## config.mk

```make
export PLATFORM = sky130hd
export DESIGN_NAME = rr_priority_arbiter_flat
export DESIGN_NICKNAME = d
export VERILOG_FILES = /design/src/rtl/rr_priority_arbiter_pkg.sv /design/src/rtl/rr_priority_arbiter_if.sv /design/src/rtl/rr_priority_arbiter_masked_msb_encoder.sv /design/src/rtl/rr_priority_arbiter.sv /design/src/flat_wrapper.sv
export SDC_FILE = /design/constraint.sdc
export NUM_CORES = 1
export LEC_CHECK = 0
export ABC_CLOCK_PERIOD_IN_PS = 4720
export BUFFER_PORTS_ARGS = -buffer_cell sky130_fd_sc_hd__buf_2
export CAP_MARGIN = 0
export CORE_MARGIN = 3
export CORE_UTILIZATION = 40
export DETAILED_ROUTE_END_ITERATION = 16
export PLACE_DENSITY = 0.61
export SLEW_MARGIN = 40
export SYNTH_ARGS = -nofsm -noshare
export SYNTH_HDL_FRONTEND = slang
export SYNTH_HIERARCHICAL = 1
export SYNTH_SLANG_ARGS = --single-unit
```

## constraint.sdc

```tcl
create_clock -name clk -period 4.72 [get_ports clk]
set_input_delay 0.472 -clock clk [delete_from_list [all_inputs] [get_ports clk]]
set_output_delay 0.472 -clock clk [all_outputs]
set_load 0.02 [all_outputs]
```

## src/rtl/rr_priority_arbiter_pkg.sv

```systemverilog
// Shared arbiter package: index-width helper and one-hot conversion.
// Imported by the interface, the encoder and the arbiter top.
package arb_pkg;

   localparam int ARB_MAX_N  = 64;
   localparam int ARB_MAX_IW = 6;

   function automatic int idx_width(input int n);
      return (n < 2) ? 1 : $clog2(n);
   endfunction

   function automatic logic [ARB_MAX_N-1:0] onehot_of(
      input logic [ARB_MAX_IW-1:0] idx
   );
      return {{(ARB_MAX_N-1){1'b0}}, 1'b1} << idx;
   endfunction

endpackage

```

## src/rtl/rr_priority_arbiter_if.sv

```systemverilog
// Arbiter request/grant bundle with valid/ready on the grant side.
// master: requester side (req, rr_mode, grant_ready); slave: arbiter.
interface rr_priority_arbiter_if #(
   parameter int N = 8
);
   import arb_pkg::*;

   localparam int IDXW = idx_width(N);

   logic [N-1:0]    req;
   logic            rr_mode;
   logic            grant_ready;
   logic            grant_valid;
   logic [IDXW-1:0] grant_idx;
   logic [N-1:0]    grant_onehot;

   modport master (
      output req, rr_mode, grant_ready,
      input  grant_valid, grant_idx, grant_onehot
   );

   modport slave (
      input  req, rr_mode, grant_ready,
      output grant_valid, grant_idx, grant_onehot
   );

endinterface

```

## src/rtl/rr_priority_arbiter_masked_msb_encoder.sv

```systemverilog
// Combinational highest-set-bit finder over (vec & mask).
// Ports: vec, mask in; found, idx (highest set index) out.
module masked_msb_encoder #(
   parameter int N    = 8,
   parameter int IDXW = 3
) (
   input  logic [N-1:0]    vec,
   input  logic [N-1:0]    mask,
   output logic            found,
   output logic [IDXW-1:0] idx
);

   always_comb begin
      found = 1'b0;
      idx   = '0;
      for (int i = 0; i < N; i++) begin
         if (vec[i] && mask[i]) begin
            found = 1'b1;
            idx   = IDXW'(i);
         end
      end
   end

endmodule

```

## src/rtl/rr_priority_arbiter.sv

```systemverilog
// N-way fixed/round-robin arbiter with registered grant and handshake.
// Ports: clk, rst (sync, active-high), bus (slave view of the bundle).
module rr_priority_arbiter
   import arb_pkg::*;
#(
   parameter  int N    = 8,
   localparam int IDXW = idx_width(N)
) (
   input  logic                 clk,
   input  logic                 rst,
   rr_priority_arbiter_if.slave bus
);

   logic [IDXW-1:0] ptr;
   logic            grant_rr;
   logic            accept;
   logic            arb_en;
   logic [IDXW-1:0] eff_ptr;
   logic [N-1:0]    low_mask;
   logic [N-1:0]    all_mask;
   logic            m_found;
   logic [IDXW-1:0] m_idx;
   logic            u_found;
   logic [IDXW-1:0] u_idx;
   logic [IDXW-1:0] win_idx;
   logic [N-1:0]    win_oh;

   // A grant retired on this edge moves the pointer before the next
   // winner is picked, so back-to-back RR grants rotate without a bubble.
   always_comb begin
      accept   = bus.grant_valid && bus.grant_ready;
      arb_en   = !bus.grant_valid || bus.grant_ready;
      eff_ptr  = (accept && grant_rr) ? bus.grant_idx : ptr;
      all_mask = '1;
      for (int i = 0; i < N; i++) begin
         low_mask[i] = (IDXW'(i) < eff_ptr);
      end
      win_idx = (bus.rr_mode && m_found) ? m_idx : u_idx;
      win_oh  = N'(onehot_of(ARB_MAX_IW'(win_idx)));
   end

   masked_msb_encoder #(.N(N), .IDXW(IDXW)) u_masked (
      .vec   (bus.req),
      .mask  (low_mask),
      .found (m_found),
      .idx   (m_idx)
   );

   masked_msb_encoder #(.N(N), .IDXW(IDXW)) u_full (
      .vec   (bus.req),
      .mask  (all_mask),
      .found (u_found),
      .idx   (u_idx)
   );

   // grant_rr remembers the mode a grant was made in, so a mode flip
   // during backpressure cannot change how its acceptance moves ptr.
   always_ff @(posedge clk) begin
      if (rst) begin
         bus.grant_valid  <= 1'b0;
         bus.grant_idx    <= '0;
         bus.grant_onehot <= '0;
         ptr              <= '0;
         grant_rr         <= 1'b0;
      end else begin
         if (accept && grant_rr) begin
            ptr <= bus.grant_idx;
         end
         if (arb_en) begin
            bus.grant_valid <= u_found;
            grant_rr        <= bus.rr_mode;
            if (u_found) begin
               bus.grant_idx    <= win_idx;
               bus.grant_onehot <= win_oh;
            end else begin
               bus.grant_onehot <= '0;
            end
         end
      end
   end

endmodule

```

## src/flat_wrapper.sv

```systemverilog
// flat-port wrapper written by rule: the top's interface ports become plain ports
module rr_priority_arbiter_flat import arb_pkg::*;
#(
   parameter  int N    = 8,
   localparam int IDXW = idx_width(N)
)
  (clk, rst, bus_req, bus_rr_mode, bus_grant_ready, bus_grant_valid, bus_grant_idx, bus_grant_onehot);
  rr_priority_arbiter_if #(.N(N)) bus_i ();
  input  logic clk;
  input  logic rst;
  input wire logic [$bits(bus_i.req)-1:0] bus_req;
  input wire logic [$bits(bus_i.rr_mode)-1:0] bus_rr_mode;
  input wire logic [$bits(bus_i.grant_ready)-1:0] bus_grant_ready;
  output wire logic [$bits(bus_i.grant_valid)-1:0] bus_grant_valid;
  output wire logic [$bits(bus_i.grant_idx)-1:0] bus_grant_idx;
  output wire logic [$bits(bus_i.grant_onehot)-1:0] bus_grant_onehot;
  assign bus_i.req = bus_req;
  assign bus_i.rr_mode = bus_rr_mode;
  assign bus_i.grant_ready = bus_grant_ready;
  assign bus_grant_valid = bus_i.grant_valid;
  assign bus_grant_idx = bus_i.grant_idx;
  assign bus_grant_onehot = bus_i.grant_onehot;
  rr_priority_arbiter #(.N(N)) u_core (.clk(clk), .rst(rst), .bus(bus_i));
endmodule
```

**Yosys cells after proc, flatten, opt, wreduce, memory -nomap -nowiden**

Index checks and enable logic that the tools add are counted.

- Output and inout port bits: 12
- Bits in registers: 16

- $lt $le $gt $ge: 8
- Shift-type cells: 1
- Muxes and demuxes: 33
- Reduce and logical (&&, ||, !) cells: 14

Operators by type and width:

| operator | number |
|---|---|
| 2-to-1 mux 3 bit | 14 |
| 2-to-1 mux 1 bit | 18 |
| < comparator 3 bit, first input constant | 4 |
| logical AND 1 bit | 11 |
| 2-to-1 mux 8 bit | 1 |
| left shift 1 x 3 -> 8 bit, first input constant | 1 |
| < comparator 1 x 3 -> 1 bit, first input constant | 2 |
| < comparator 2 x 3 -> 1 bit, first input constant | 2 |
| AND reduction 2 bit | 1 |
| logical NOT 1 bit | 1 |
| logical OR 1 bit | 1 |

**Logic depth before layout (Yosys ltp)**

Gate-level depths: netlist of run 1.

- Depth after elaboration: 17
- Gate-level depth with buffers: 9
- Mapped depth without buffers: 9

**By module**

The synthesis of run 1 kept the hierarchy.

Modules (own cells, without submodules):

| module | cells an instance | area an instance (um^2) | sequential area each (um^2) | times used |
|---|---|---|---|---|
| rr_priority_arbiter | 84 | 733.2 | 320.3 | 1 |
| masked_msb_encoder | 15 | 91.3 | 0.0 | 2 |

**Worst setup path after synthesis of run 1**

OpenSTA, ideal clock, no wires.

- Kind: reg-to-reg
- From: register u_core.bus.grant_valid
- To: register u_core.bus.grant_onehot[3]
- Data required time: 4.636 ns
- Arrival time: 2.613 ns
- Path buffers: 0
- Cell stages (with the launch flop): 9
- Slack: 2.023 ns
- Cell sequence: dfxtp_1 > nand3_1 > mux2i_1 > a21oi_1 > a22oi_2 > nand4_1 > and3_1 > or4_4 > o31ai_2

RTL lines:

| element | RTL line | text |
|---|---|---|
| start: declaration | rr_priority_arbiter_if.sv:24 | `output grant_valid, grant_idx, grant_onehot` |
| start signal: assignment | rr_priority_arbiter.sv:70 | `bus.grant_valid <= u_found;` |
| logical AND 1 bit | rr_priority_arbiter.sv:31 | `accept = bus.grant_valid && bus.grant_ready;` |
| logical AND 1 bit | rr_priority_arbiter.sv:33 | `eff_ptr = (accept && grant_rr) ? bus.grant_idx : ptr;` |
| 2-to-1 mux 3 bit | -- |  |
| < comparator 3 bit | rr_priority_arbiter.sv:36 | `low_mask[i] = (IDXW'(i) < eff_ptr);` |
| net u_core.low_mask[4] | rr_priority_arbiter.sv:19 | `logic [N-1:0] low_mask;` |
| logical AND 1 bit | rr_priority_arbiter_masked_msb_encoder.sv:17 | `if (vec[i] && mask[i]) begin` |
| 2-to-1 mux 1 bit (4 in a row) | rr_priority_arbiter_masked_msb_encoder.sv:17 |  |
| net u_core.m_found | rr_priority_arbiter.sv:21 | `logic m_found;` |
| logical AND 1 bit | rr_priority_arbiter.sv:38 | `win_idx = (bus.rr_mode && m_found) ? m_idx : u_idx;` |
| 2-to-1 mux 3 bit | rr_priority_arbiter.sv:38 |  |
| left shift 1 x 3 -> 8 bit | rr_priority_arbiter_pkg.sv:15 | `return {{(ARB_MAX_N-1){1'b0}}, 1'b1} << idx;` |
| 2-to-1 mux 8 bit | rr_priority_arbiter.sv:72 | `if (u_found) begin` |
| end signal: assignment | rr_priority_arbiter.sv:74 | `bus.grant_onehot <= win_oh;` |
| end: declaration | rr_priority_arbiter_if.sv:24 |  |

The timed path passes the listed nets, and every way through them passes these cells.
A chain may end at the register's enable or synchronous reset.

**Worst setup path in the final report of run 1**

- From: register u_core.bus.grant_valid
- To: register u_core.bus.grant_onehot[3]

RTL lines:

| element | RTL line |
|---|---|
| logical AND 1 bit | rr_priority_arbiter.sv:31 |
| logical AND 1 bit | rr_priority_arbiter.sv:33 |
| 2-to-1 mux 3 bit | -- |
| < comparator 3 bit | rr_priority_arbiter.sv:36 |
| net u_core.low_mask[6] | rr_priority_arbiter.sv:19 |
| logical AND 1 bit | rr_priority_arbiter_masked_msb_encoder.sv:17 |
| 2-to-1 mux 1 bit (2 in a row) | rr_priority_arbiter_masked_msb_encoder.sv:17 |
| net u_core.m_found | rr_priority_arbiter.sv:21 |
| logical AND 1 bit | rr_priority_arbiter.sv:38 |
| 2-to-1 mux 3 bit | rr_priority_arbiter.sv:38 |
| left shift 1 x 3 -> 8 bit | rr_priority_arbiter_pkg.sv:15 |
| 2-to-1 mux 8 bit | rr_priority_arbiter.sv:72 |

The timed path passes the listed nets, and every way through them passes these cells.

==> results of run 1 <==
## per-stage QoR
step	util, %	area, um2	total power [W]
floorplan	-	972	0.000201
global placement	53.8	1110	0.000225
detailed placement	53.8	1110	0.000226
CTS	55.5	1140	0.000312
global route	55.5	1140	0.000329
finish	55.5	1140	0.000310
## synth_stat cells
| cell | instances | share of area, % |
|---|---|---|
| sky130_fd_sc_hd__o31ai_1 | 5 | 4.1 |
| sky130_fd_sc_hd__o211ai_1 | 1 | 0.82 |
| sky130_fd_sc_hd__o21ai_0 | 4 | 2.2 |
| sky130_fd_sc_hd__a311oi_1 | 2 | 1.9 |
| sky130_fd_sc_hd__dfxtp_1 | 16 | 35 |
| sky130_fd_sc_hd__a31oi_1 | 3 | 2.0 |
| sky130_fd_sc_hd__o21ai_1 | 4 | 2.2 |
| sky130_fd_sc_hd__mux2i_1 | 5 | 5.5 |
| sky130_fd_sc_hd__a21boi_1 | 1 | 0.82 |
| sky130_fd_sc_hd__nor4_1 | 1 | 0.68 |
| sky130_fd_sc_hd__and3_1 | 1 | 0.68 |
| sky130_fd_sc_hd__inv_2 | 2 | 0.82 |
| sky130_fd_sc_hd__nor2_1 | 4 | 1.6 |
| sky130_fd_sc_hd__clkbuf_1 | 2 | 0.82 |
| sky130_fd_sc_hd__a32oi_1 | 4 | 3.8 |
| sky130_fd_sc_hd__clkinv_1 | 1 | 0.41 |
| sky130_fd_sc_hd__nand2b_1 | 1 | 0.68 |
| sky130_fd_sc_hd__nor2b_1 | 1 | 0.68 |
| sky130_fd_sc_hd__nor3_1 | 2 | 1.1 |
| sky130_fd_sc_hd__buf_2 | 1 | 0.55 |
| sky130_fd_sc_hd__a211oi_1 | 1 | 0.82 |
| sky130_fd_sc_hd__inv_1 | 4 | 1.6 |
| sky130_fd_sc_hd__nor4bb_1 | 1 | 1.1 |
| sky130_fd_sc_hd__a21oi_1 | 6 | 3.3 |
| sky130_fd_sc_hd__nand2_1 | 14 | 5.7 |
| sky130_fd_sc_hd__and4_1 | 1 | 0.96 |
| sky130_fd_sc_hd__conb_1 | 2 | 0.82 |
| sky130_fd_sc_hd__a22oi_2 | 2 | 2.7 |
| sky130_fd_sc_hd__a22oi_1 | 6 | 4.9 |
| sky130_fd_sc_hd__nand3_1 | 10 | 5.5 |
| sky130_fd_sc_hd__nand4_1 | 2 | 1.4 |
| sky130_fd_sc_hd__and4b_1 | 2 | 2.2 |
| sky130_fd_sc_hd__o31ai_2 | 1 | 1.4 |
| sky130_fd_sc_hd__or4_4 | 1 | 1.2 |
## area by class of cell
class | instances | area (um2) | area share [%]
Sequential cell | 16 | 320 | 28.0
Clock buffer | 4 | 36.3 | 3.17
Tap cell | 27 | 33.8 | 2.95
Timing Repair Buffer | 23 | 115 | 10.1
Inverter | 7 | 26.3 | 2.30
Multi-Input combinational cell | 103 | 613 | 53.6
## power groups by stage
stage / Sequential, W / Combinational (W) / Clock [W]
after global placement: 0.000151 / 0.0000739 / 0
after floorplan: 0.000160 / 0.0000414 / 0
after global routing: 0.000149 / 0.0000834 / 0.0000959
after CTS: 0.000148 / 0.0000750 / 0.0000888
after detailed placement: 0.000151 / 0.0000745 / 0
final: 0.000148 / 0.0000752 / 0.0000867
## cells by family (layout without fill, tap and decap cells)
group	count (synthesis)	in the layout	synth area share (%)
buffers and inverters	10	34	4.23
DFF	16	16	35.0
AOI/OAI and AO/OA	40	40	31.0
muxes	5	5	5.46
other	2	17	0.820
and+or+nand+nor	41	41	23.5
## sequential cells by signal (all words and copies together), names as in the netlist
| signal | count |
|---|---|
| u_core/bus.grant_onehot | 8 |
| u_core/bus.grant_idx | 3 |
| u_core/ptr | 3 |
| u_core/bus.grant_valid | 1 |
| u_core/grant_rr | 1 |
## worst paths after layout
path                                                          start                                       to  slack [ps]  depth (start not counted)
worst max register to register  u_core/bus.grant_valid$_SDFFE_PP0N_  u_core/bus.grant_onehot[3]$_SDFFE_PP0N_        1830                          8
worst min register to register         u_core/grant_rr$_SDFFE_PP0N_             u_core/grant_rr$_SDFFE_PP0N_         460                          2
worst max-delay path            u_core/bus.grant_valid$_SDFFE_PP0N_  u_core/bus.grant_onehot[3]$_SDFFE_PP0N_        1830                          8
worst min-delay path                   u_core/grant_rr$_SDFFE_PP0N_             u_core/grant_rr$_SDFFE_PP0N_         460                          2
## metal layers
metal | track usage [%] | vias to the layer above
met5 | 0 | -
met4 | 1.28 | 0
met1 | 25.0 | 408
met2 | 25.6 | 20
li1 | - | 500
met3 | 5.82 | 0
## worst max-delay path: cells and delay by family (launching register included)
kind / cells / cell delay [ps]
AO/OA/AOI/OAI: 2 / 480
multiplexers: 1 / 480
AND/OR/NAND/NOR: 5 / 1470
flip-flops: 1 / 380
==> metrics, run 1 <==
status complete, no violations; cts bufs inserted 3; GRT overflow 0; Iteration-0 DRC Markers 23; Leak Pwr ~0.56 nW; Setup TNS Final 0 ps; path class of the lowest-slack min-delay path reg2reg; die height ~54 um; total global routing track utilization 17.3%; number of nets in the final layout between 150 and 200; Critical Setup Path Class reg2reg; number of primary I/O pins 24; detailed-route wire length approximately 2200 um; Setup Viol. Count Final 0; proportion of power drawn by the clock network around 28%; cells resized by post-CTS repair 0; Total Die Area slightly below 3000 um2; Gate power share 24.3%; worst-case hold slack 464 ps; setup fix buffers added after clock tree synthesis 0; Max-Slew Margin vs Limit between 50% and 60%; First-pass DRT Iterations 4; Hold Vio Cnt, Final 0; # H-tree levels 1; placed insts 176; first-pass GRT wire length 3660 um; Antenna Violating Nets Remaining 0; switching share of total power 30.4%; routed vias/inst between 5 and 6; number of port buffers 23; Initial Util between 40% and 50%; Met1 Routed Length about 1100 um; count of unresolved DRC violations after routing 0; CTS tree built; DP Wirelength 1730 um; number of global-route vias before repair around 810; Worst-Margin Slew 725 ps; Final Critical Period just under 3000 ps; antenna cells 0; placement-stage worst setup slack 1610 ps; fraction of power consumed by sequential logic 47.8%; leading cell type in the layout, fill and taps excluded sky130_fd_sc_hd__buf_2; final standard cell count with taps included and fillers excluded 180; element type at the critical path end flip-flop; number of max-slew violations in the final report 0; pin count of the biggest net entering global routing 12; register bit count reported by yosys 16; count of mapped cells out of synthesis 114; cell at the slowest stage of the critical path sky130_fd_sc_hd__or4_4; worst endpoint data arrival time between 3000 and 4000 ps; post-synthesis average cell area between 8 and 9 um2; combined area of all synthesized cells a little over 900 um2; final routed wire length divided by cell count ~12 um; internal power 0.000216 W; Unique masters post-synth 34; worst-path cell chain nand3_1 > mux2i_1 > nor3_1 > a22oi_1 > nand4_1 > and3_1 > or4_4 > o31ai_2; switching component of the power roughly 0.000094 W; required time of the critical path ~4900 ps; clock input transition at the sequential cells of the worst setup and hold paths 90 ps; floorplan die width around 54 um; routed wire length on met3 between 100 and 150 um; final worst-path cycle share approximately three fifths; highest routed layer met3; via total after detailed routing approximately 930; routability congestion estimate from global placement ~0.74; initial antenna violation count 0; Power per Cell Area about 270 nW/um2; floorplan core area ~2100 um2; Max IR drop VDD 0.000269 V; worst path setup slack after routing roughly 1800 ps; most frequent cells in the layout sky130_fd_sc_hd__buf_2, sky130_fd_sc_hd__conb_1, sky130_fd_sc_hd__dfxtp_1, sky130_fd_sc_hd__nand2_1, sky130_fd_sc_hd__nand3_1; Clock Latency Late Sink 280 ps; highest clock frequency the design can meet ~0.35 GHz; setup repair after global routing missed its margin false; proportion of synthesized chip area in sequential cells between 30% and 40%; layout overhead on the synthesized area 25.0%; hold bufs inserted after CTS 0; clock buffer depth 2; Sinks on Clock Net 16; Clock Root Buffer sky130_fd_sc_hd__clkbuf_4; slowest cell delay on critical path 550 ps; largest driver fanout on the critical path 8; fraction of layout cells with a size suffix above 1 between 20 and 25%; yosys synthesis warning count 6; max capacitance violation total 0; number of cell rows 16; worst clock skew on the final layout 7.16 ps; Setup crit start kind flip-flop; met2 routed wirelength around 1000 um; number of fill cells in the layout around 210
No activity file was read; power rests on OpenSTA's default activity.
==> run 2, diff against run 1 <==
--- a/config.mk
+++ b/config.mk
@@ -5,13 +5,13 @@
 export SDC_FILE = /design/constraint.sdc
 export NUM_CORES = 1
 export LEC_CHECK = 0
-export ABC_CLOCK_PERIOD_IN_PS = 4720
+export ABC_CLOCK_PERIOD_IN_PS = 2630
 export BUFFER_PORTS_ARGS = -buffer_cell sky130_fd_sc_hd__buf_2
 export CAP_MARGIN = 0
 export CORE_MARGIN = 3
 export CORE_UTILIZATION = 40
 export DETAILED_ROUTE_END_ITERATION = 16
-export PLACE_DENSITY = 0.61
+export PLACE_DENSITY = 0.64
 export SLEW_MARGIN = 40
 export SYNTH_ARGS = -nofsm -noshare
 export SYNTH_HDL_FRONTEND = slang
==> constraint.sdc (replaced) <==
create_clock -name clk -period 2.63 [get_ports clk]
set_input_delay 0.263 -clock clk [delete_from_list [all_inputs] [get_ports clk]]
set_output_delay 0.263 -clock clk [all_outputs]
set_load 0.02 [all_outputs]
==> run 2 against run 1 <==
Non-clock buffer count grew 1. Total power grew 86%. Via count grew 3.4%. Register-to-register slack lost 1600 ps. Clock skew shrank 6.0 ps. Combinational power grew 88%. Wire length grew 3.0%. Critical path depth is the same. Sequential cell count is the same. Global-route usage grew 0.29 points. First-iteration DRC count shrank 35%. Highest routed layer is now met4.
==> metrics, run 2 (same netlist as run 1, synthesis figures left out) <==
status complete, no violations (unchanged); Power per Cell Area 478 nW/um2 (was 271 nW/um2); setup repair after global routing missed its margin false (unchanged); worst clock skew on the final layout 1.20 ps (was 7.16 ps); met3 routing resource usage after global routing 4.99% (was 5.82%); origin of the critical flop-to-flop path u_core/bus.grant_valid$_SDFFE_PP0N_ (unchanged); fraction of power consumed by sequential logic 46.9% (was 47.8%); # H-tree levels 1 (unchanged); final worst-path cycle share 92.8% (was 61.1%); leading cell type in the layout, fill and taps excluded sky130_fd_sc_hd__buf_2 (unchanged); via total after detailed routing 960 (was 928); count of unresolved DRC violations after routing 0 (unchanged); number of global-route vias before repair 816 (was 808); Clock Latency Late Sink 290 ps (was 280 ps); number of port buffers 23 (unchanged); routed vias/inst 5.30 (was 5.16); proportion of power drawn by the clock network 28.5% (was 28.0%); DP Wirelength 1770 um (was 1730 um); internal power 0.000393 W (was 0.000216 W); floorplan die width 53.9 um (unchanged); largest driver fanout on the critical path 7 (was 8); routability congestion estimate from global placement 0.753 (was 0.744); clock input transition at the sequential cells of the worst setup and hold paths 90 ps (about the same); final routed wire length divided by cell count 12.5 um (was 12.2 um); highest clock frequency the design can meet 0.410 GHz (was 0.347 GHz); initial antenna violation count 0 (unchanged); path class of the lowest-slack min-delay path in2reg (was reg2reg); CTS tree built (unchanged); clock buffer depth 2 (unchanged); routing usage on met1 23.7% (was 25.0%); Setup TNS Final 0 ps (unchanged); total global routing track utilization 17.6% (was 17.3%); First-pass DRT Iterations 4 (unchanged); layout overhead on the synthesized area 31.4% (was 25.0%); Max IR drop VDD 0.000415 V (was 0.000269 V); final instance area 1200 um2 (was 1140 um2); Leak Pwr 0.556 nW (was 0.564 nW); Clock Root Buffer sky130_fd_sc_hd__clkbuf_4 (unchanged); Hold Path Sink u_core/ptr[1]$_SDFF_PP0_ (was u_core/grant_rr$_SDFFE_PP0N_); die height 53.9 um (unchanged); floorplan core area 2060 um2 (unchanged); most frequent cells in the layout sky130_fd_sc_hd__buf_2, sky130_fd_sc_hd__conb_1, sky130_fd_sc_hd__dfxtp_1, sky130_fd_sc_hd__nand2_1, sky130_fd_sc_hd__nand3_1 (unchanged); fraction of layout cells with a size suffix above 1 25.3% (was 21.6%); GRT overflow 0 (unchanged); grt met2 use 27.0% (was 25.6%); Antenna Violating Nets Remaining 0 (unchanged); element type at the critical path end flip-flop (unchanged); Total Die Area 2900 um2 (unchanged); FF-to-FF path depth 8 (unchanged); antenna cells 0 (unchanged); max FFs per register 8 (unchanged); pin count of the biggest net entering global routing 12 (unchanged); Iteration-0 DRC Markers 15 (was 23); number of cell rows 16 (unchanged); number of primary I/O pins 24 (unchanged); Setup Viol. Count Final 0 (unchanged); max capacitance violation total 0 (unchanged); Final Critical Period 2440 ps (was 2890 ps); cell area reported after detailed placement 1130 um2 (was 1110 um2); grt peak-use layer met2 (unchanged); Setup crit start kind flip-flop (unchanged); worst endpoint data arrival time 2660 ps (was 3090 ps); worst-case hold slack 278 ps (was 464 ps); switching share of total power 31.8% (was 30.4%); number of fill cells in the layout 190 (was 212); required time of the critical path 2850 ps (was 4930 ps); Hold Startpoint rst (was u_core/grant_rr$_SDFFE_PP0N_); number of max-slew violations in the final report 0 (unchanged); detailed-route wire length 2260 um (was 2190 um); Max-Slew Margin vs Limit 54.6% (was 51.6%); switching component of the power 0.000183 W (was 0.0000941 W); most flop-heavy register u_core/bus.grant_onehot (unchanged); Initial Util 44.4% (unchanged); register-to-register setup slack 190 ps (was 1830 ps); first-pass GRT wire length 3680 um (was 3660 um); number of nets in the final layout 167 (was 166); hold-critical path depth 2 (unchanged); Hold Vio Cnt, Final 0 (unchanged); cts bufs inserted 3 (unchanged); Worst-Margin Slew 680 ps (was 725 ps); Gate power share 24.6% (was 24.3%); Critical Setup Path Class reg2reg (unchanged); biggest regs u_core/bus.grant_onehot: 8 flops, u_core/bus.grant_idx: 3 flops, u_core/ptr: 3 flops (unchanged); total power of the final layout 0.000576 W (was 0.000310 W); endpoint of the most critical register-to-register path u_core/bus.grant_onehot[3]$_SDFFE_PP0N_ (unchanged); Sinks on Clock Net 16 (unchanged); hold bufs inserted after CTS 0 (unchanged)
[run 2: cell type report]
class                   count  area, um2  area share [%]
clock buffers               4       36.3            3.01
multi-input cells         103        663            55.1
well taps                  27       33.8            2.81
flip-flops and latches     16        322            26.7
inverters                   7       26.3            2.18
repair buffers             24        123            10.2
[run 2: power by group through the flow]
stage	clock [W]	sequential, W	combinational [W]
after floorplan	0	0.000288	0.0000749
after global placement	0	0.000272	0.000136
after detailed placement	0	0.000273	0.000138
after CTS	0.000169	0.000267	0.000138
after global routing	0.000178	0.000273	0.000157
final	0.000164	0.000270	0.000141
[run 2: metal layers]
layer	share of wire [%]	vias to the layer above
li1	-	502
met1	50	437
met2	45	18
met3	4.4	3
met4	0.84	0
met5	0	-
[run 2: worst max-delay path by stage]
stage | start | endpoint | slack [ps] | cells after the start
5_1_grt | u_core/bus.grant_valid$_SDFFE_PP0N_ | u_core/bus.grant_onehot[1]$_SDFFE_PP0N_ | 50 | 8
3_5_place_dp | bus_grant_ready | u_core/bus.grant_onehot[3]$_SDFFE_PP0N_ | 50 | 9
3_3_place_gp | bus_grant_ready | u_core/bus.grant_onehot[1]$_SDFFE_PP0N_ | 100 | 9
6_report | u_core/bus.grant_valid$_SDFFE_PP0N_ | u_core/bus.grant_onehot[3]$_SDFFE_PP0N_ | 190 | 8
2_1_floorplan | u_core/bus.grant_valid$_SDFFE_PP0N_ | u_core/bus.grant_onehot[3]$_SDFFE_PP0N_ | 30 | 8
4_1_cts | u_core/bus.grant_valid$_SDFFE_PP0N_ | u_core/bus.grant_onehot[3]$_SDFFE_PP0N_ | 60 | 8
[run 2: critical path: stages, from the launching register on]
cell                      delay, ps
sky130_fd_sc_hd__dfxtp_2        350
sky130_fd_sc_hd__nand3_4        140
sky130_fd_sc_hd__mux2i_4        330
sky130_fd_sc_hd__a21oi_1        160
sky130_fd_sc_hd__a22oi_2        260
sky130_fd_sc_hd__nand4_1        140
sky130_fd_sc_hd__and3_1         220
sky130_fd_sc_hd__or4_4          550
sky130_fd_sc_hd__o31ai_2        210
[run 2: metrics by stage]
stage	setup WS [ps]	util, %	cells
floorplan	26.3	-	129
global placement	95.8	54.7	177
detailed placement	49.7	54.7	177
CTS	55.5	56.5	181
global route	46.8	58.4	181
finish	189	58.4	181
[run 2: timing repair]
item                                    in CTS  in global routing
endpoints found under the setup margin       0                  9
buffers inserted                             0                  0
gates resized for setup                      0                  6
==> run 3, diff against run 2 <==
--- a/config.mk
+++ b/config.mk
@@ -7,13 +7,11 @@
 export LEC_CHECK = 0
 export ABC_CLOCK_PERIOD_IN_PS = 2630
 export BUFFER_PORTS_ARGS = -buffer_cell sky130_fd_sc_hd__buf_2
-export CAP_MARGIN = 0
 export CORE_MARGIN = 3
 export CORE_UTILIZATION = 40
 export DETAILED_ROUTE_END_ITERATION = 16
-export PLACE_DENSITY = 0.64
+export PLACE_DENSITY = 0.62
 export SLEW_MARGIN = 40
 export SYNTH_ARGS = -nofsm -noshare
 export SYNTH_HDL_FRONTEND = slang
-export SYNTH_HIERARCHICAL = 1
 export SYNTH_SLANG_ARGS = --single-unit
==> run 3 against run 2 <==
First-iteration DRC count grew to 2.7 times the previous value. Sequential cell count is the same. Setup slack gained 19 ps. Final cell count shrank 4.4%. Fmax grew 0.80%. Core utilization shrank 8.5 points. Synthesized cell count grew 3.5%. Sequential power is essentially flat. Critical path depth shrank 1. Clock skew shrank 0.78 ps.
==> metrics, run 3 <==
Critical Setup Path Class reg2reg (unchanged); Worst-Margin Slew 513 ps (was 680 ps); CTS tree built (unchanged); cts bufs inserted 3 (unchanged); # H-tree levels 1 (unchanged); number of port buffers 23 (unchanged); Iteration-0 DRC Markers 40 (was 15); complex-gate fraction of the synthesized area 31.4% (was 31.0%); switching component of the power 0.000176 W (was 0.000183 W); final cell utilization of the core 49.8% (was 58.4%); required time of the critical path 2810 ps (was 2850 ps); leading cell type in the layout, fill and taps excluded sky130_fd_sc_hd__buf_2 (unchanged); leading cell types by count after synthesis sky130_fd_sc_hd__dfxtp_1, sky130_fd_sc_hd__nor2_1, sky130_fd_sc_hd__nand2_1 (was sky130_fd_sc_hd__dfxtp_1, sky130_fd_sc_hd__nand2_1, sky130_fd_sc_hd__nand3_1); Worst Path Buf+Inv 0 (unchanged); initial antenna violation count 0 (unchanged); cells resized by post-CTS repair 0 (unchanged); share of the synthesized netlist area taken by xor and xnor gates 0% (unchanged); final standard cell count with taps included and fillers excluded 173 (was 181); Crit path max-delay family compound AO/OA/AOI/OAI gates (was simple AND/OR/NAND/NOR gates); layout overhead on the synthesized area 17.2% (was 31.4%); first-pass GRT wire length 4530 um (was 3680 um); max FFs per register 8 (unchanged); hold bufs inserted after CTS 0 (unchanged); top-count cell post-synth sky130_fd_sc_hd__dfxtp_1 (unchanged); DP Wirelength 2080 um (was 1770 um); Setup Viol. Count Final 0 (unchanged); Sinks on Clock Net 16 (unchanged); number of enable flip-flop cells after synthesis 0 (unchanged); placed insts 169 (was 177); most flop-heavy register u_core.bus.grant_onehot (was u_core/bus.grant_onehot); cell at the slowest stage of the critical path sky130_fd_sc_hd__a2111oi_4 (was sky130_fd_sc_hd__or4_4); routability congestion estimate from global placement 0.862 (was 0.753); setup fix buffers added after clock tree synthesis 0 (unchanged); final routed wire length divided by cell count 15.5 um (was 12.5 um); Initial Util 42.5% (was 44.4%); total nets after synthesis 130; First-pass DRT Iterations 4 (unchanged); Power per Cell Area 455 nW/um2 (was 478 nW/um2); die height 57.6 um (was 53.9 um); placement-stage worst setup slack 74.7 ps (was 49.7 ps); status complete, no violations (unchanged); detailed-route wire length 2690 um (was 2260 um); share of cell area taken by muxes after synthesis 11.4% (was 5.46%); max capacitance violation total 0 (unchanged); Antenna Violating Nets Remaining 0 (unchanged); Unique masters post-synth 41 (was 34); path class of the lowest-slack min-delay path in2reg (unchanged); fraction of power consumed by sequential logic 48.0% (was 46.9%); post-synthesis average cell area 9.01 um2 (was 8.03 um2); routed vias/inst 5.99 (was 5.30); internal power 0.000390 W (was 0.000393 W); proportion of power drawn by the clock network 28.9% (was 28.5%); proportion of synthesized chip area in sequential cells 30.1% (was 35.0%); Hold Vio Cnt, Final 0 (unchanged); Setup TNS Final 0 ps (unchanged); slowest cell delay on critical path 460 ps (was 550 ps); floorplan die width 57.6 um (was 53.9 um); Clock Root Buffer sky130_fd_sc_hd__clkbuf_4 (unchanged); switching share of total power 31.2% (was 31.8%); number of nets in the final layout 156 (was 167); area fraction in and, or, nand and nor cells after synthesis 24.2% (was 23.5%); share of flip-flops with an asynchronous set or reset 0% (unchanged); highest clock frequency the design can meet 0.413 GHz (was 0.410 GHz); number of max-slew violations in the final report 0 (unchanged); element type at the critical path end flip-flop (unchanged); clock buffer depth 2 (unchanged); dominant combinational cell family by area after synthesis compound AO/OA/AOI/OAI gates (unchanged); Max IR drop VDD 0.000266 V (was 0.000415 V); number of fill cells in the layout 267 (was 190); count of mapped cells out of synthesis 118 (was 114); number of cell rows 18 (was 16); biggest regs u_core.bus.grant_onehot: 8 flops, u_core.bus.grant_idx: 3 flops, u_core.ptr: 3 flops (was u_core/bus.grant_onehot: 8 flops, u_core/bus.grant_idx: 3 flops, u_core/ptr: 3 flops); final worst-path cycle share 92.1% (was 92.8%); setup repair after global routing missed its margin false (unchanged); register bit count reported by yosys 16 (unchanged); multi-input gate area in the final layout 714 um2 (was 663 um2); number of global-route vias before repair 1010 (was 816); combined area of all synthesized cells 1060 um2 (was 916 um2); total global routing track utilization 17.4% (was 17.6%); via total after detailed routing 1036 (was 960); worst clock skew on the final layout 0.422 ps (was 1.20 ps); cell area reported after detailed placement 1210 um2 (was 1130 um2); synth top area cells sky130_fd_sc_hd__dfxtp_1, sky130_fd_sc_hd__mux2i_1, sky130_fd_sc_hd__nor2_1 (was sky130_fd_sc_hd__dfxtp_1, sky130_fd_sc_hd__nand2_1, sky130_fd_sc_hd__mux2i_1); Max-Slew Margin vs Limit 65.7% (was 54.6%); GRT overflow 0 (unchanged); most frequent cells in the layout sky130_fd_sc_hd__buf_2, sky130_fd_sc_hd__dfxtp_1, sky130_fd_sc_hd__nor2_1, sky130_fd_sc_hd__nand2_1, sky130_fd_sc_hd__a21oi_1 (was sky130_fd_sc_hd__buf_2, sky130_fd_sc_hd__conb_1, sky130_fd_sc_hd__dfxtp_1, sky130_fd_sc_hd__nand2_1, sky130_fd_sc_hd__nand3_1); adder-cell share of the synthesized area 0% (unchanged); most area-hungry cell type in the Yosys netlist sky130_fd_sc_hd__dfxtp_1 (unchanged); Clock Latency Late Sink 280 ps (was 290 ps); worst path setup slack after routing 208 ps (was 189 ps); final instance area 1250 um2 (was 1200 um2); Total Die Area 3310 um2 (was 2900 um2); largest driver fanout on the critical path 10 (was 7); worst-path cell chain nand3_4 > mux2_4 > a21oi_1 > o311ai_4 > a2111oi_4 > nor2_2 > o41ai_1 (was nand3_4 > mux2i_4 > a21oi_1 > a22oi_2 > nand4_1 > and3_1 > or4_4 > o31ai_2); dominant register cell in the synthesized netlist sky130_fd_sc_hd__dfxtp_1 (unchanged); Final Critical Period 2420 ps (was 2440 ps); number of primary I/O pins 24 (unchanged); count of unresolved DRC violations after routing 0 (unchanged); Setup crit start kind flip-flop (unchanged); pin count of the biggest net entering global routing 12 (unchanged); Leak Pwr 0.538 nW (was 0.556 nW); Gate power share 23.2% (was 24.6%); top cell type's share of synthesized area 30.1% (was 35.0%); floorplan core area 2500 um2 (was 2060 um2); antenna cells 0 (unchanged); clock input transition at the sequential cells of the worst setup and hold paths 100 ps (was 90 ps); register area 320 um2 (was 322 um2); yosys synthesis warning count 0 (was 6); fraction of layout cells with a size suffix above 1 29.4% (was 25.3%); worst endpoint data arrival time 2600 ps (was 2660 ps)
[run 3: cell types whose count changed after synthesis, moves of 4 or more]
cell	delta
sky130_fd_sc_hd__a22oi_1	-6
sky130_fd_sc_hd__nand3_1	-7
sky130_fd_sc_hd__nor2_1	+9
sky130_fd_sc_hd__o21ai_1	-4
sky130_fd_sc_hd__o41ai_1	+4
[run 3: path summary, 6_finish.rpt]
kind,slack (ps),from,endpoint,depth (start not counted)
max,210,u_core.bus.grant_valid$_SDFFE_PP0N_,u_core.bus.grant_onehot[1]$_SDFFE_PP0N_,7
min,230,rst,u_core.bus.grant_idx[2]$_SDFFE_PP0P_,2
max reg2reg,210,u_core.bus.grant_valid$_SDFFE_PP0N_,u_core.bus.grant_onehot[1]$_SDFFE_PP0N_,7
min reg2reg,460,u_core.bus.grant_onehot[0]$_SDFFE_PP0N_,u_core.bus.grant_onehot[0]$_SDFFE_PP0N_,2
[run 3: routing by layer]
| metal | up-vias | global-route usage, % | part of all wire [%] |
|---|---|---|---|
| met1 | 489 | 20.8 | 43 |
| li1 | 508 | - | - |
| met5 | - | 0 | 0 |
| met2 | 35 | 30.2 | 49 |
| met4 | 0 | 6.62 | 1.1 |
| met3 | 4 | 3.62 | 6.1 |
[run 3: logic make-up after synthesis]
family | count (synthesis)
AND/OR/NAND/NOR | 49
multiplexers | 10
flip-flops | 16
buffers and inverters | 6
AO/OA/AOI/OAI | 37
[run 3: power groups by stage]
stage	combinational (W)	clock, W	sequential [W]
5_1_grt	0.000144	0.000179	0.000274
3_3_place_gp	0.000129	0	0.000276
4_1_cts	0.000131	0.000171	0.000271
3_5_place_dp	0.000131	0	0.000277
6_report	0.000131	0.000163	0.000272
2_1_floorplan	0.0000773	0	0.000283
[run 3: cell type report]
type                            instances  share of cell area [%]
Clock buffer                            4                    2.91
Timing Repair Buffer                   25                    10.4
Tap cell                               30                    3.01
Sequential cell                        16                    25.7
Inverter                                2                   0.602
Multi-Input combinational cell         96                    57.3
[run 3: through the flow]
step | hold WS [ps] | total power (W)
after floorplan | 332 | 0.000361
after global placement | 431 | 0.000405
after detailed placement | 432 | 0.000408
after CTS | 220 | 0.000573
after global routing | 233 | 0.000597
final | 229 | 0.000566
